[src/rtl/clk_div_ctrl.sv]
// clk_div_ctrl: arbitrates two ratio requesters and sequences gate/load/ungate/ack on the clock divider.
// Define CLK_DIV_CTRL_RR_EN for round-robin arbitration; default is fixed priority (A over B).
module clk_div_ctrl #(
    parameter int RATIO_WIDTH   = 8,
    parameter int SETTLE_CYCLES = 4,
    parameter int RESET_RATIO   = 2
) (
    input  logic                   i_ref_clk,
    input  logic                   i_rst_n,
    input  logic                   i_req_a,
    input  logic [RATIO_WIDTH-1:0] i_ratio_a,
    input  logic                   i_req_b,
    input  logic [RATIO_WIDTH-1:0] i_ratio_b,
    output logic                   o_ack_a,
    output logic                   o_ack_b,
    output logic [RATIO_WIDTH-1:0] o_div_ratio,
    output logic                   o_clk_en,
    output logic                   o_busy,
    output logic                   o_owner
);
    typedef enum logic [2:0] {IDLE, GATE, LOAD, UNGATE, ACK} state_t;

    state_t                 state, state_n;
    logic [3:0]             cnt, cnt_n;
    logic [RATIO_WIDTH-1:0] pend, pend_n, ratio_n;
    logic                   owner_n, win_b, last;

`ifdef CLK_DIV_CTRL_RR_EN
    logic ptr, ptr_n;
    assign win_b = i_req_b & (~i_req_a | ptr);
`else
    assign win_b = i_req_b & ~i_req_a;
`endif

    assign last = cnt == 4'(SETTLE_CYCLES - 1);

    always_comb begin
        state_n = state;
        cnt_n   = cnt;
        pend_n  = pend;
        owner_n = o_owner;
`ifdef CLK_DIV_CTRL_RR_EN
        ptr_n   = ptr;
`endif
        case (state)
            IDLE: if (i_req_a | i_req_b) begin
                owner_n = win_b;
                pend_n  = win_b ? i_ratio_b : i_ratio_a;
                state_n = (pend_n == o_div_ratio) ? ACK : GATE;
`ifdef CLK_DIV_CTRL_RR_EN
                ptr_n   = ~win_b;
`endif
            end
            GATE: begin
                cnt_n   = last ? 4'd0 : cnt + 4'd1;
                state_n = last ? LOAD : GATE;
            end
            LOAD:   state_n = UNGATE;
            UNGATE: begin
                cnt_n   = last ? 4'd0 : cnt + 4'd1;
                state_n = last ? ACK : UNGATE;
            end
            default: state_n = IDLE;
        endcase
        // Outputs are registered from the next state so they align with the state they describe.
        ratio_n = (state_n == LOAD) ? pend : o_div_ratio;
    end

    always_ff @(posedge i_ref_clk or negedge i_rst_n) begin
        if (!i_rst_n) begin
            state       <= IDLE;
            cnt         <= '0;
            pend        <= '0;
            o_owner     <= 1'b0;
            o_div_ratio <= RATIO_WIDTH'(RESET_RATIO);
            o_clk_en    <= 1'b1;
            o_busy      <= 1'b0;
            o_ack_a     <= 1'b0;
            o_ack_b     <= 1'b0;
        end else begin
            state       <= state_n;
            cnt         <= cnt_n;
            pend        <= pend_n;
            o_owner     <= owner_n;
            o_div_ratio <= ratio_n;
            o_clk_en    <= !(state_n == GATE || state_n == LOAD);
            o_busy      <= state_n != IDLE;
            o_ack_a     <= state_n == ACK && !owner_n;
            o_ack_b     <= state_n == ACK && owner_n;
        end
    end

`ifdef CLK_DIV_CTRL_RR_EN
    always_ff @(posedge i_ref_clk or negedge i_rst_n) begin
        if (!i_rst_n)
            ptr <= 1'b0;
        else
            ptr <= ptr_n;
    end
`endif
endmodule

[config.mk]
export PLATFORM = sky130hd
export DESIGN_NAME = clk_div_ctrl
export DESIGN_NICKNAME = d
export VERILOG_FILES = /design/src/rtl/clk_div_ctrl.sv
export SDC_FILE = /design/constraint.sdc
export NUM_CORES = 1
export LEC_CHECK = 0
export CAP_MARGIN = 20
export CORE_ASPECT_RATIO = 0.6
export CORE_MARGIN = 2
export CORE_UTILIZATION = 45
export CTS_CLUSTER_DIAMETER = 30
export DETAILED_ROUTE_END_ITERATION = 10
export PLACE_DENSITY = 0.72
export SYNTH_ARGS = -nofsm -noshare
export SYNTH_HDL_FRONTEND = slang
export SYNTH_SLANG_ARGS = --single-unit
[constraint.sdc]
create_clock -name i_ref_clk -period 2.6 [get_ports i_ref_clk]
set_clock_uncertainty 0.1 [all_clocks]
set_input_delay 0.52 -clock i_ref_clk [delete_from_list [all_inputs] [get_ports i_ref_clk]]
set_output_delay 0.52 -clock i_ref_clk [all_outputs]
set_load 0.02 [all_outputs]
==> flow_metrics.env <==
export IMPL_status="finished, final reports clean"
export IMPL_viasPerCell=5.075
export IMPL_drv_slew=0
export IMPL_cts_buffers=3
export IMPL_dp_cells=196
export IMPL_critPathMaxFanout=4
export IMPL_antenna_found_initial=0
export IMPL_dr_pass1_iters=4
export IMPL_critPathLaunchType="register"
export IMPL_cts_resized=0
export IMPL_cp_end_kind="primary output"
export IMPL_grt_pass1_wl_um=4885
export IMPL_insertion_delay_ns=0.27
export IMPL_cts_sinks=28
export IMPL_fin_nets=180
export IMPL_tightestPinTransition_ns=0.5015
export IMPL_crit_buf_inv=1
export IMPL_syn_area_per_cell_um2=11.51
export IMPL_drive_gt1_frac=0.1646
export IMPL_final_design_area_no_fill_mm2=0.001849
export IMPL_clock_path_buffers=2
export IMPL_cp_cell_sequence="clkdlybuf4s50_1"
export IMPL_yosysTopAreaCell="dfrtp_1"
export IMPL_syn_nets=143
export IMPL_drt_iter0_drc=58
export IMPL_grt_max_degree=29
export IMPL_slew_limit_headroom=0.6626
export IMPL_required_ns=1.98
export IMPL_place_area_mm2=0.001778
export IMPL_nFillCells=240
export IMPL_synth_distinct_cells=34
export IMPL_power_density_mw_per_mm2=1070
export IMPL_fin_crit_ns=2.100
export IMPL_diodes=0
export IMPL_timing_setup_tns_ns=0
export IMPL_arrival_ns=1.48
export IMPL_syn_inst=122
export IMPL_ys_ff_latch=28
export IMPL_rsz0062_at_grt="false"
export IMPL_worstSetupPathType="reg -> out"
export IMPL_area_growth_pct=31.73
export IMPL_synthTopCellsByArea="dfrtp_1 (46%), xor2_1 (11%), mux2_2 (6.4%), mux2i_1 (5.7%), nand2_1 (4.0%)"
export IMPL_global_route_usage_total=0.1835
export IMPL_setup_viol=0
export IMPL_yosysWarningCount=0
export IMPL_die_h_um=47.27
export IMPL_hold_class="reg -> reg"
export IMPL_peakVddDrop_mv=0.5360
export IMPL_post_cts_buffers=0
export IMPL_overflow=0
export IMPL_fp_dieW_um=76.11
export IMPL_syn_area_mm2=0.001404
export IMPL_io_buffers=32
export IMPL_finalNonFillerCells=200
export IMPL_power_leakage_nw=0.7981
export IMPL_drc=0
export IMPL_synth_top_area_frac=0.4635
export IMPL_cts_tree="done"
export IMPL_initial_core_util=0.4795
export IMPL_path_delay_family="buffers and inverters"
export IMPL_first_global_vias=972
export IMPL_wl_per_cell_um=14.86
export IMPL_fin_crit_sh=0.8077
export IMPL_fp_dieArea_mm2=0.003597
export IMPL_clk_pin_slew_ns=0.10
export IMPL_ys_seq_area_frac=0.5009
export IMPL_max_clock_freq_ghz=0.4762
export IMPL_max_stage_delay_ns=0.61
export IMPL_routed_wl_um=2972
export IMPL_io_pins=33
export IMPL_fp_row_count=15
export IMPL_slowest_stage="clkdlybuf4s50_1"
export IMPL_cts_root_buffer="clkbuf_8"
export IMPL_maxCapViolations=0
export IMPL_drt_antenna_violating_nets=0
export IMPL_dp_hpwl_um=2203
export IMPL_core_mm2=0.002928
export IMPL_vias=1015
export IMPL_hold_viol=0
export IMPL_hold_buffers=0
export IMPL_gp_congestion=0.8469
export IMPL_htreeDepth=1
## cell families (layout without fill, tap and decap cells)
kind of cell | after synthesis | in the layout | synth area share
and+or+nand+nor | 36 | 36 | 0.1524
DFF | 28 | 28 | 0.5009
AOI/OAI and AO/OA | 20 | 20 | 0.08913
xor gates and xnor gates | 18 | 18 | 0.1123
muxes | 16 | 16 | 0.1212
buffers and inverters | 3 | 39 | 0.01515
adders and majority gates | 1 | 1 | 0.008911
## cells in the mapped netlist (all sizes together)
library cell   n
a211oi         3
nor2b          2
buf            3
nor2           3
mux2i          8
xnor2          1
nor3           2
dfstp          2
nand4          2
dfrtp         26
a21oi          4
mux2           8
and2b          1
nand4b         1
nor4           4
xor2          17
nand2         16
a211o          1
nand3          2
nor3b          1
a21boi         1
a21o           1
nand2b         2
o21ai         10
ha             1
## layout make-up
cell class / count / area, um^2 / share of cell area
Clock buffer: 3 / 41.29 / 0.02233
Multi-Input combinational cell: 91 / 679.4 / 0.3674
Timing Repair Buffer: 35 / 342.8 / 0.1854
Tap cell: 42 / 52.55 / 0.02842
Sequential cell: 28 / 703.2 / 0.3802
Clock inverter: 1 / 30.03 / 0.01624
## placed cells by master, fill, tap and decap left out
cell type,synthesis,layout
nor4_2,2,2
nand2_2,1,1
mux2_2,8,8
nor4_1,2,2
nand2_1,15,15
o21ai_2,1,1
o21ai_1,1,1
a21oi_1,4,4
dfstp_2,2,2
nor3b_2,1,1
clkdlybuf4s50_1,0,32
nand2b_1,1,1
nand3_1,2,2
a211oi_1,2,2
bufinv_16,0,1
a21boi_1,1,1
nand2b_2,1,1
a211o_1,1,1
xor2_1,17,17
clkbuf_8,0,3
nor3_1,1,1
and2b_1,1,1
ha_1,1,1
a211oi_2,1,1
nor3_4,1,1
xnor2_1,1,1
a21o_1,1,1
nor2_2,1,1
o21ai_0,8,8
nand4_1,2,2
mux2i_1,8,8
buf_4,0,3
nand4b_1,1,1
dfrtp_1,26,26
nor2b_1,2,2
nor2_1,2,2
## final timing paths
check	start	endpoint	slack, ns	depth (start not counted)
worst max-delay path	o_div_ratio[1]$_DFFE_PN1N_	o_div_ratio[1]	0.50	1
worst min-delay path	pend[1]$_DFFE_PN0P_	pend[1]$_DFFE_PN0P_	0.38	2
worst max register to register	cnt[0]$_DFFE_PN0P_	o_div_ratio[2]$_DFFE_PN0N_	0.82	4
worst min register to register	pend[1]$_DFFE_PN0P_	pend[1]$_DFFE_PN0P_	0.38	2
max in group asynchronous	i_rst_n	o_div_ratio[1]$_DFFE_PN1N_	1.59	2
min in group asynchronous	i_rst_n	o_div_ratio[6]$_DFFE_PN0N_	0.50	2
## flip-flops by register name (all words and copies together), names as in the netlist
signal / cells
cnt: 4
o_clk_en: 1
o_owner: 1
o_ack_b: 1
o_div_ratio: 8
state: 3
o_busy: 1
pend: 8
o_ack_a: 1
## where the power goes
part	switching [mW]	leakage, nW	internal [mW]
Clock	0.136	0.0357	0.206
Sequential	0.175	0.346	0.625
Combinational	0.425	0.416	0.412
## through the flow
| step | hold slack, ns | utilization | total power [mW] | worst slack, ns |
|---|---|---|---|---|
| final | 0.3819 | 0.6316 | 1.980 | 0.5000 |
| after global routing | 0.4109 | 0.6316 | 2.113 | 0.4683 |
| after detailed placement | 0.3672 | 0.6073 | 1.642 | 0.3490 |
| after CTS | 0.3887 | 0.6316 | 1.988 | 0.4963 |
| after floorplan | 0.1244 | - | 1.316 | 0.9953 |
| after global placement | 0.3588 | 0.6073 | 1.612 | 0.3750 |
## metal layers
| layer | GRT usage | vias up | part of all wire |
|---|---|---|---|
| met4 | 0.05818 | 0 | 0.012 |
| li1 | - | 505 | - |
| met5 | 0 | - | 0 |
| met3 | 0.05192 | 4 | 0.046 |
| met1 | 0.2506 | 478 | 0.51 |
| met2 | 0.2946 | 28 | 0.43 |
No activity file was read; power rests on OpenSTA's default activity.
